## src/rtl/pipeline_run_ctrl.sv

```systemverilog
// -----------------------------------------------------------------------------
// pipeline_run_ctrl
//   Run/halt/single-step/breakpoint sequencer for a five-stage pipeline. It
//   produces per-register advance enables and wrong-path flushes for the
//   IF/DE, DE/EXE, EXE/MEM and MEM/WB pipeline registers. It also keeps
//   advance and flush counters for debug and visualisation.
//
// Ports
//   i_clk          system clock, all state updates on the rising edge
//   i_reset        asynchronous active-high reset
//   i_halt         level stop request
//   i_resume       resume request (rising edge detected internally)
//   i_step         single-step request (rising edge detected internally)
//   i_bp_en        breakpoint enable
//   i_bp_addr      breakpoint PC
//   i_pc           current fetch PC
//   i_pc_src       taken branch / PC write signalled by writeback
//   o_stage_en     advance enables {MEM_WB, EXE_MEM, DE_EXE, IF_DE}
//   o_stage_flush  bubble insert   {EXE_MEM, DE_EXE, IF_DE}
//   o_state        RUN=00, HALTED=01, STEP=10
//   o_bp_hit       sticky breakpoint-stop indicator
//   o_adv_count    advancing cycles, wraps modulo 2^32
//   o_flush_count  flush events, saturates at 16'hFFFF
// -----------------------------------------------------------------------------
module pipeline_run_ctrl #(
   parameter int WIDTH = 32
) (
   input  logic             i_clk,
   input  logic             i_reset,
   input  logic             i_halt,
   input  logic             i_resume,
   input  logic             i_step,
   input  logic             i_bp_en,
   input  logic [WIDTH-1:0] i_bp_addr,
   input  logic [WIDTH-1:0] i_pc,
   input  logic             i_pc_src,
   output logic [3:0]       o_stage_en,
   output logic [2:0]       o_stage_flush,
   output logic [1:0]       o_state,
   output logic             o_bp_hit,
   output logic [31:0]      o_adv_count,
   output logic [15:0]      o_flush_count
);

   typedef enum logic [1:0] {
      ST_RUN    = 2'b00,
      ST_HALTED = 2'b01,
      ST_STEP   = 2'b10
   } state_t;

   state_t      r_state;
   state_t      w_nxt_state;
   logic        r_bp_hit;
   logic        r_bp_mask;
   logic        r_step_q;
   logic        r_resume_q;
   logic [31:0] r_adv_count;
   logic [15:0] r_flush_count;

   logic        w_step_p;
   logic        w_resume_p;
   logic        w_adv;
   logic        w_flush;
   logic        w_match;
   logic        w_nxt_bp_hit;
   logic        w_nxt_bp_mask;

   // Saturating increment for the flush event counter.
   function automatic logic [15:0] sat_inc16(input logic [15:0] val);
      return (val == 16'hFFFF) ? val : val + 16'd1;
   endfunction

   assign w_step_p   = i_step & ~r_step_q;
   assign w_resume_p = i_resume & ~r_resume_q;
   assign w_adv      = (r_state == ST_RUN) || (r_state == ST_STEP);
   assign w_flush    = w_adv & i_pc_src;
   assign w_match    = i_bp_en & (i_pc == i_bp_addr) & ~r_bp_mask;

   // State is already RUN during reset, so the enables need an explicit mask
   // while reset is held; after release they come straight from the state.
   assign o_stage_en    = {4{w_adv & ~i_reset}};
   assign o_stage_flush = {3{w_flush & ~i_reset}};
   assign o_state       = r_state;
   assign o_bp_hit      = r_bp_hit;
   assign o_adv_count   = r_adv_count;
   assign o_flush_count = r_flush_count;

   always_comb begin
      w_nxt_state   = r_state;
      w_nxt_bp_hit  = r_bp_hit;
      w_nxt_bp_mask = r_bp_mask;
      case (r_state)
         ST_RUN: begin
            // The mask only covers the first RUN cycle after a resume.
            w_nxt_bp_mask = 1'b0;
            if (i_halt || w_match) begin
               w_nxt_state = ST_HALTED;
            end
            // A breakpoint coinciding with halt is still reported.
            if (w_match) begin
               w_nxt_bp_hit = 1'b1;
            end
         end
         ST_HALTED: begin
            if (w_step_p) begin
               w_nxt_state  = ST_STEP;
               w_nxt_bp_hit = 1'b0;
            end else if (w_resume_p && !i_halt) begin
               w_nxt_state   = ST_RUN;
               w_nxt_bp_hit  = 1'b0;
               w_nxt_bp_mask = 1'b1;
            end
         end
         ST_STEP: begin
            w_nxt_state = ST_HALTED;
         end
         default: begin
            w_nxt_state = ST_HALTED;
         end
      endcase
   end

   always_ff @(posedge i_clk or posedge i_reset) begin
      if (i_reset) begin
         r_state       <= ST_RUN;
         r_bp_hit      <= 1'b0;
         r_bp_mask     <= 1'b0;
         r_step_q      <= 1'b0;
         r_resume_q    <= 1'b0;
         r_adv_count   <= 32'd0;
         r_flush_count <= 16'd0;
      end else begin
         r_state    <= w_nxt_state;
         r_bp_hit   <= w_nxt_bp_hit;
         r_bp_mask  <= w_nxt_bp_mask;
         r_step_q   <= i_step;
         r_resume_q <= i_resume;
         if (w_adv) begin
            r_adv_count <= r_adv_count + 32'd1;
         end
         if (w_flush) begin
            r_flush_count <= sat_inc16(r_flush_count);
         end
      end
   end

endmodule
```

## config.mk

```make
export PLATFORM = sky130hd
export DESIGN_NAME = pipeline_run_ctrl
export DESIGN_NICKNAME = d
export VERILOG_FILES = /design/src/rtl/pipeline_run_ctrl.sv
export SDC_FILE = /design/constraint.sdc
export NUM_CORES = 1
export LEC_CHECK = 0
export ABC_AREA = 1
export BUFFER_PORTS_ARGS = -buffer_cell sky130_fd_sc_hd__buf_4
export CAP_MARGIN = 5
export CORE_MARGIN = 2
export CORE_UTILIZATION = 50
export CTS_CLUSTER_DIAMETER = 50
export DETAILED_ROUTE_END_ITERATION = 7
export MAX_ROUTING_LAYER = met4
export PLACE_DENSITY = 0.86
export SYNTH_ARGS = -nofsm -noshare
export SYNTH_HDL_FRONTEND = slang
export SYNTH_SLANG_ARGS = --single-unit
```

## constraint.sdc

```tcl
create_clock -name i_clk -period 4 [get_ports i_clk]
set_input_delay 0.4 -clock i_clk [delete_from_list [all_inputs] [get_ports i_clk]]
set_output_delay 0.4 -clock i_clk [all_outputs]
set_load 0.01 [all_outputs]
```

==> results.ini, run 1 <==
[timing]
rsz0062_at_grt = no
setup_violations = 0
slew_violations = 0
finalSetupTns_ps = 0
relSlewSlack_pct = 59.19
tightest_slew_ps = 612.2
clock_skew_ps = 11.92
clock.fmax_mhz = 525.2
period_share_pct = 47.60
finalHoldViolCount = 0
layout_min_cycle_time_ps = 1904

[clock_network]
cts_resized = 0
cts-root-buf = clkbuf_8
cts-buffers-inserted = 5
clockBufferDepth = 2
clock_latency_ps = 300
cts.sinks = 54
clk_pin_slew_worst_paths_ps = 100
htreeDepth = 2
cts_tree = yes

[final_layout]
layout-drive-gt1-share_pct = 29.79
fin_nets = 646
final_area_um2 = 4542
areaGrowthSynthToFinish_pct = 33.55
n_antenna_cell = 0
fin_cells = 654

[detailed_routing]
wl_um = 8323
drc = 0
via_count = 3229
firstDrtPassIters = 7
via_per_inst = 4.937
wl_per_cell_um = 12.73
drtIter0Drc = 114
ant_nets = 0

[floorplanning]
design.die.area_um2 = 7477
core_um2 = 6681
io_pins = 129
start_util_pct = 50.90
num_rows = 30
fp.dieW_um = 86.47
die_y_um = 86.47

[yosys]
synth_warnings = 0
synth.most_common_cell = nand2_1
synth_nets = 515
synth_top_area_cell = dfrtp_1
yosysSeqAreaShare_pct = 39.74
synth-main-ff-cell = dfrtp_1
synthArstFlopShare_pct = 100.0
synth-seq-cells = 54
syn_avg_cell_area_um2 = 7.694
synth_edf_count = 0
mappedNetlistArea_um2 = 3401
synth_top_area_share_pct = 39.74
synthCells = 442
yosys-top-cells-area = dfrtp_1 (40%), nand2_1 (12%), inv_1 (8.5%)
ys_types = 32
synth_commonest_cells = nand2_1 (110), inv_1 (77), dfrtp_1 (54)

[setup_path]
end_kind = output pin
cpMaxStageDelayCell = dfrtp_1
crit_chain = inv_4, nand2_1, nor2_1, buf_4
cpLargestDelayFamily = flip-flops
path_buf_inv = 2
worstPathRequired_ps = 3600
start_kind = flop
criticalPathCategory = flop to output pin
cp_max_fo = 10
rr_startpoint = o_adv_count[0]$_DFFE_PP0N_
crit_arrival_ps = 1500
cp-startpoint = o_state[0]$_DFFE_PP0P_
slowest_delay_ps = 580

[placed_design]
detailed_place_hpwl_um = 6636
postPlaceCellArea_um2 = 4427
dp_cells = 645
port_buffers = 128
place_congestion = 0.9752

[grt]
grt_use_total_pct = 23.26
antenna_found_initial = 0
grt_pass1_wl_um = 13810
overflow = 0
grt_pass1_vias = 3186
grt_start_max_net_pins = 49

[power]
irDropWorstVdd_v = 0.0002775
p_leak_nw = 2.529
powerDensity_nw_per_um2 = 351.7

[job]
maxCapViolations = 0

[min_path]
hold_path.class = primary input to flop
holdCritStartpoint = i_step

[run_status]
outcome = completed

==> final cells by class <==
type	count	area, um2
timing repair buffer	130	978.4
inverter	83	314.1
tap	80	100.1
multi-input combinational	299	1693
clock buffer	7	96.34
fill	543	2140
sequential	54	1351
clock inverter	1	8.758
==> cell usage in the layout (no fill, tap or decap), drive strengths merged <==
cell	netlist	final
nor4	1	1
nand3	29	29
nand4	16	16
ha	2	2
nand3b	4	4
nor2	51	51
xor2	30	30
dlygate4sd3	0	1
inv	82	82
dfrtp	54	54
xnor2	22	22
nor3	16	16
nand2	116	116
buf	6	129
o21ai	9	9
o22ai	1	1
a21oi	2	2
clkinv	1	2
clkbuf	0	7
==> power by group <==
part | switching (mW) | internal [mW]
registers | 0.113 | 0.621
clock network | 0.179 | 0.159
logic | 0.274 | 0.251
==> path summary, 6_finish.rpt <==
kind | to | slack, ps | cells past startpoint
min in group asynchronous | o_flush_count[13]$_DFFE_PP0P_ | 550 | 3
max in group asynchronous | o_adv_count[5]$_DFFE_PP0N_ | 2630 | 4
hold reg to reg | o_bp_hit$_DFFE_PP0P_ | 490 | 2
setup / recovery | o_stage_flush[2] | 2100 | 4
hold / removal | r_step_q$_DFF_PP0_ | 210 | 1
setup reg to reg | o_adv_count[24]$_DFFE_PP0N_ | 2220 | 10
==> per-stage QoR <==
| step | worst slack [ps] | total power [mW] | hold WS [ps] | utilization, % |
|---|---|---|---|---|
| 2_1_floorplan | 2285 | 1.026 | 431.4 | - |
| 3_3_place_gp | 2353 | 1.257 | 314.6 | 66.25 |
| 3_5_place_dp | 2265 | 1.275 | 318.5 | 66.25 |
| 4_1_cts | 2084 | 1.613 | 207.4 | 67.98 |
| 5_1_grt | 1969 | 1.705 | 198.6 | 67.98 |
| 6_report | 2096 | 1.597 | 211.3 | 67.98 |
==> metal layers <==
metal	up-vias	share of wire, %	track usage (%)
met5	-	0	-
met4	0	2.9	7.102
met3	28	5.1	3.619
met2	105	51	39.79
met1	1484	41	28.41
li1	1612	-	-
==> flip-flops by register name, indices dropped and copies added, names as in the netlist <==
register and count:
o_bp_hit 1, o_state 2, r_bp_mask 1, o_flush_count 16, r_resume_q 1, o_adv_count 32, r_step_q 1
==> cell families after synthesis <==
family | share of synthesized area [%]
adders and majority gates | 0.7357
buffers and inverters | 10.49
xor gates and xnor gates | 13.61
AOI/OAI and AO/OA | 1.803
DFF | 39.74
and+or+nand+nor | 33.63
==> timing repair <==
action	4_1_cts	5_1_grt
buffers inserted	0	0
hold buffers	1	0
endpoints found under the setup margin	0	0
hold endpoints to repair	6	0
No activity file was read; power rests on OpenSTA's default activity.
==> run 2: changes to the inputs <==
Settings changed: ABC_AREA 1 to 0, CORE_UTILIZATION 50 to 42, PLACE_DENSITY 0.86 to 0.81.
Clock period 4 ns to 1.7 ns, I/O delays scaled along.
==> results.ini, run 2 <==
[run_status]
outcome = completed

[detailed_routing]
via_count = 2455  ; -24%
drtIter0Drc = 36  ; -68%
via_per_inst = 5.051  ; +2.3%
wl_um = 7070  ; -15%
wl_per_cell_um = 14.55  ; +14%
ant_nets = 0  ; unchanged
firstDrtPassIters = 4  ; -3
drc = 0  ; unchanged

[yosys]
synthArstFlopShare_pct = 100.0  ; unchanged
yosys-top-cells-area = dfrtp_1 (48%), xnor2_1 (16%), xor2_1 (6.8%)
synth_commonest_cells = dfrtp_1 (54), xnor2_1 (53), xor2_1 (22)
synth_nets = 336  ; -35%
synth-main-ff-cell = dfrtp_1
synth-seq-cells = 54  ; unchanged
ys_types = 39  ; +22%
synth_top_area_share_pct = 47.70  ; +8.0 points
synth_edf_count = 0  ; unchanged
synth_warnings = 0  ; unchanged
synthCells = 263  ; -40%
synth.most_common_cell = dfrtp_1
syn_avg_cell_area_um2 = 10.77  ; +40%
mappedNetlistArea_um2 = 2833  ; -17%
yosysSeqAreaShare_pct = 47.70  ; +8.0 points
synth_top_area_cell = dfrtp_1

[placed_design]
postPlaceCellArea_um2 = 3956  ; -11%
dp_cells = 476  ; -26%
detailed_place_hpwl_um = 5673  ; -15%
port_buffers = 128  ; unchanged
place_congestion = 0.8880  ; -8.9%

[clock_network]
cts.sinks = 54  ; unchanged
clock_latency_ps = 310  ; about the same
clockBufferDepth = 2  ; unchanged
cts-buffers-inserted = 5  ; unchanged
cts_tree = yes
clk_pin_slew_worst_paths_ps = 100  ; about the same
cts-root-buf = clkbuf_8
htreeDepth = 2  ; unchanged

[timing]
rsz0062_at_grt = yes
layout_min_cycle_time_ps = 1613
fin_hold_ws_ps = 81.46  ; -129.8 ps
finalHoldViolCount = 0  ; unchanged
period_share_pct = 94.90
relSlewSlack_pct = 55.01  ; -4.2 points
finalSetupTns_ps = 0  ; unchanged
slew_violations = 0  ; unchanged
clock.fmax_mhz = 619.9
setup_violations = 0  ; unchanged
tightest_slew_ps = 674.9  ; +62.73 ps
clock_skew_ps = 10.95  ; -0.9704 ps

[setup_path]
end_kind = output pin
cp-endpoint = o_stage_flush[2]
cpLargestDelayFamily = simple AND/OR/NAND/NOR gates
crit_arrival_ps = 1440  ; -60 ps
slowest_delay_ps = 410  ; -170 ps
worstPathRequired_ps = 1530  ; -2070 ps
criticalPathCategory = flop to output pin
crit_chain = nor2b_1, and2_1, buf_4
path_buf_inv = 1  ; -1
cp_num_cells = 3  ; -1
r2r_cells = 5  ; -5
start_kind = flop
cpMaxStageDelayCell = dfrtp_1
rr_startpoint = o_flush_count[5]$_DFFE_PP0P_
rrSetupSlack_ps = 100  ; -2120 ps
cp-startpoint = o_state[0]$_DFFE_PP0P_
cp_max_fo = 5  ; -5
r2r_end = o_flush_count[14]$_DFFE_PP0P_

[grt]
grt_use_total_pct = 20.07  ; -3.2 points
grt_start_max_net_pins = 55  ; +12%
overflow = 0  ; unchanged
antenna_found_initial = 0  ; unchanged
grt_pass1_wl_um = 11430  ; -17%
grt_pass1_vias = 2480  ; -22%

[job]
maxCapViolations = 0  ; unchanged

[floorplanning]
start_util_pct = 44.11  ; -6.8 points
core_um2 = 6422  ; -3.9%
num_rows = 29  ; -3.3%
io_pins = 129  ; unchanged
fp.dieW_um = 86.13  ; -0.40%
design.die.area_um2 = 7418  ; -0.80%
die_y_um = 86.13  ; -0.40%

[final_layout]
fin_nets = 482  ; -25%
regArea_um2 = 1351  ; unchanged
n_antenna_cell = 0  ; unchanged
areaGrowthSynthToFinish_pct = 43.82
fillers = 551  ; +1.5%
layout_common_cells = buf_4 (146), dfrtp_1 (54), xnor2_1 (53), xor2_1 (22), nand4_1 (18)
fin_cells = 486  ; -26%
fin_util_pct = 63.43  ; -4.5 points
final_area_um2 = 4074  ; -10%
layout_commonest_cell = buf_4
largest_register_ffs = 32  ; unchanged
layout-drive-gt1-share_pct = 40.59  ; +11 points
multi_input_area_um2 = 1413  ; -17%

[power]
irDropWorstVdd_v = 0.0003837  ; +38%
powerDensity_nw_per_um2 = 893.3  ; +150%
p_leak_nw = 2.041  ; -19%

[min_path]
hold_path.class = primary input to async pin

-- run 2: logic make-up after synthesis --
logic type	count (synthesis)	share of synthesized area [%]
AO/OA/AOI/OAI	10	2.076
XOR/XNOR	76	23.76
adder cells (fa/ha/maj)	2	0.8833
buffers and inverters	12	2.694
flip-flops	54	47.70
multiplexers	2	0.7950
AND/OR/NAND/NOR	107	22.09
-- run 2: final cells by class --
type	count	share of cell area (%)
well taps	77	2.365
repair buffers	148	27.40
multi-input cells	197	34.67
flip-flops and latches	54	33.17
clock buffers	5	1.689
clock inverters	2	0.3378
inverters	3	0.3686
-- run 2: power by group --
part / internal, mW / switching (mW)
registers: 1.46 / 0.170
logic: 0.718 / 0.578
clock network: 0.286 / 0.425
total: 2.47 / 1.17
-- run 2: what timing repair did --
item,in CTS,in global routing
hold buffers,2,0
resized for setup,0,2
endpoints found under the setup margin,0,5
hold endpoints to repair,2,0
setup buffers,0,1
-- run 2: worst min-delay path by stage --
stage	slack, ps	cells past startpoint	endpoint
after floorplan	200	0	r_resume_q$_DFF_PP0_
after global placement	290	1	r_step_q$_DFF_PP0_
after detailed placement	290	1	r_step_q$_DFF_PP0_
after CTS	100	3	o_adv_count[7]$_DFFE_PP0N_
after global routing	150	3	o_adv_count[7]$_DFFE_PP0N_
final	80	3	o_adv_count[7]$_DFFE_PP0N_
-- run 2: metrics by stage --
stage	total power, mW	setup slack [ps]
after CTS	3.679	104.5
final	3.639	86.74
after global routing	3.853	-33.80
after global placement	2.929	143.7
after floorplan	2.284	35.71
after detailed placement	2.960	115.6
-- run 2: worst min-delay path, stage by stage --
cell and delay (ps):
buf_4 120, clkinvlp_4 50, buf_4 550
-- run 2: per-layer routing --
metal	global-route usage, %	vias up	routed length [um]
met5	-	-	0
met4	5.916	0	121
met3	2.984	8	367
met2	37.14	99	3886
met1	22.11	1159	2693
li1	-	1189	-
==> run 3: changes to the inputs <==
Settings changed: BUFFER_PORTS_ARGS -buffer_cell sky130_fd_sc_hd__buf_4 to -buffer_cell sky130_fd_sc_hd__buf_2, CORE_MARGIN 2 to 5.
==> results.ini, run 3 (same netlist as run 2, synthesis figures left out) <==
[power]
power_frac_seq_pct = 46.0  ; +1.1 points
switchingPower_mw = 1.175  ; +0.16%
total_power_mw = 3.544  ; -2.6%
swShare_pct = 33.17  ; +0.92 points
comb_power_share_pct = 32.1  ; -3.5 points
irDropWorstVdd_v = 0.0003977  ; +3.6%
internal_power_mw = 2.368  ; -4.0%
powerDensity_nw_per_um2 = 939.3  ; +5.2%
pwr-share-clk_pct = 21.8  ; +2.3 points
p_leak_nw = 1.964  ; -3.8%

[final_layout]
layout_commonest_cell = buf_2
n_antenna_cell = 0  ; unchanged
areaGrowthSynthToFinish_pct = 33.17
largest_register_ffs = 32  ; unchanged
fin_nets = 480  ; -0.41%
final_area_um2 = 3772  ; -7.4%
layout-drive-gt1-share_pct = 40.93  ; +0.34 points
layout_common_cells = buf_2 (128), dfrtp_1 (54), xnor2_1 (53), xor2_1 (22), nand4_1 (18)
fin_cells = 488  ; +0.41%

[detailed_routing]
drc = 0  ; unchanged
drtIter0Drc = 113  ; +210%
via_per_inst = 4.951  ; -2.0%
ant_nets = 0  ; unchanged
wl_per_cell_um = 13.98  ; -3.9%
firstDrtPassIters = 4  ; unchanged
via_count = 2416  ; -1.6%
wl_um = 6824  ; -3.5%

[timing]
fin_ws_ps = 87.27  ; +0.5266 ps
setup_violations = 0  ; unchanged
tightest_slew_ps = 687.3  ; +12.36 ps
clock.fmax_mhz = 620.1  ; about the same
rsz0062_at_grt = yes
finalHoldViolCount = 0  ; unchanged
relSlewSlack_pct = 54.18  ; -0.82 points
layout_min_cycle_time_ps = 1613  ; -0.5266 ps
slew_violations = 0  ; unchanged
clock_skew_ps = 5.997  ; -4.955 ps
fin_hold_ws_ps = 96.79  ; +15.33 ps
period_share_pct = 94.87  ; about the same

[setup_path]
crit_arrival_ps = 1810  ; +370 ps
cpLargestDelayFamily = simple AND/OR/NAND/NOR gates
path_buf_inv = 0  ; -1
r2r_cells = 4  ; -1
rr_startpoint = o_flush_count[12]$_DFFE_PP0P_
crit_chain = and4_1, nand4_1, o21ai_1, mux2_2
slowest_delay_ps = 430  ; +20 ps
cp_max_fo = 5  ; unchanged
rrSetupSlack_ps = 90  ; about the same
criticalPathCategory = flop to flop
cpMaxStageDelayCell = dfrtp_1
r2r_end = o_flush_count[1]$_DFFE_PP0P_
worstPathRequired_ps = 1900  ; +370 ps
start_kind = flop
end_kind = flop
cp_num_cells = 4  ; +1

[floorplanning]
design.die.area_um2 = 8487  ; +14%
core_um2 = 6681  ; +4.0%
die_y_um = 92.13  ; +7.0%
io_pins = 129  ; unchanged
num_rows = 30  ; +3.4%
start_util_pct = 42.40  ; -1.7 points
fp.dieW_um = 92.13  ; +7.0%

[clock_network]
cts_setup_buffers = 0  ; unchanged
clock_latency_ps = 300  ; about the same
cts_tree = yes
cts-root-buf = clkbuf_8
clockBufferDepth = 2  ; unchanged
htreeDepth = 2  ; unchanged
cts.sinks = 54  ; unchanged
clk_pin_slew_worst_paths_ps = 100  ; about the same
cts-buffers-inserted = 5  ; unchanged

[placed_design]
dp_cells = 478  ; +0.42%
pre_cts_ws_ps = 54.33  ; -61.32 ps
place_congestion = 0.8778  ; -1.1%
detailed_place_hpwl_um = 5477  ; -3.5%
port_buffers = 128  ; unchanged
postPlaceCellArea_um2 = 3632  ; -8.2%

[grt]
grt_pass1_wl_um = 11410  ; -0.18%
antenna_found_initial = 0  ; unchanged
grt_start_max_net_pins = 55  ; unchanged
grt_pass1_vias = 2541  ; +2.5%
overflow = 0  ; unchanged
grt_use_total_pct = 16.93  ; -3.1 points

[job]
maxCapViolations = 0  ; unchanged

[min_path]
hold_path.class = primary input to async pin

[run_status]
outcome = completed

[run 3: through the flow]
stage / TNS, ps / util (%)
CTS: 0 / 56.14
floorplan: 0 / -
finish: 0 / 56.46
global route: -12.72 / 56.46
global placement: 0 / 54.36
detailed placement: 0 / 54.36
[run 3: worst max path at each step]
| stage | from | end | slack, ps |
|---|---|---|---|
| 4_1_cts | o_state[0]$_DFFE_PP0P_ | o_adv_count[31]$_DFFE_PP0N_ | 40 |
| 2_1_floorplan | i_reset | o_stage_flush[1] | 40 |
| 6_report | o_flush_count[12]$_DFFE_PP0P_ | o_flush_count[1]$_DFFE_PP0P_ | 90 |
| 5_1_grt | o_flush_count[12]$_DFFE_PP0P_ | o_flush_count[1]$_DFFE_PP0P_ | -10 |
| 3_5_place_dp | o_state[0]$_DFFE_PP0P_ | o_adv_count[31]$_DFFE_PP0N_ | 50 |
| 3_3_place_gp | o_state[0]$_DFFE_PP0P_ | o_adv_count[31]$_DFFE_PP0N_ | 100 |
[run 3: power by group through the flow]
| stage | Clock (mW) | Combinational [mW] | Sequential [mW] |
|---|---|---|---|
| floorplan | 0 | 0.551 | 1.73 |
| global placement | 0 | 1.11 | 1.65 |
| detailed placement | 0 | 1.15 | 1.66 |
| CTS | 0.802 | 1.16 | 1.63 |
| global route | 0.856 | 1.26 | 1.67 |
| finish | 0.774 | 1.14 | 1.63 |
[run 3: routing by layer]
layer | track usage [%] | up-vias | routed length [um]
li1 | - | 1183 | -
met2 | 32.24 | 93 | 3729
met5 | - | - | 0
met3 | 2.625 | 4 | 384
met1 | 18.31 | 1136 | 2657
met4 | 4.084 | 0 | 53
[run 3: cell type report]
type	instances	area, um2
flip-flops and latches	54	1351
fillers	623	2909
multi-input cells	197	1426
repair buffers	146	780.7
clock buffers	6	82.58
well taps	80	100.1
clock inverters	2	16.27
inverters	3	15.01
[run 3: repair_timing]
action / 4_1_cts / 5_1_grt
resized for setup: 0 / 6
hold buffers: 2 / 0
endpoints found under the hold margin: 2 / 0
setup endpoints to repair: 0 / 12
[run 3: worst register-to-register path, stage by stage (launching register included)]
cell,delay [ps]
dfrtp_1,430
and4_1,280
nand4_1,190
o21ai_1,260
mux2_2,360
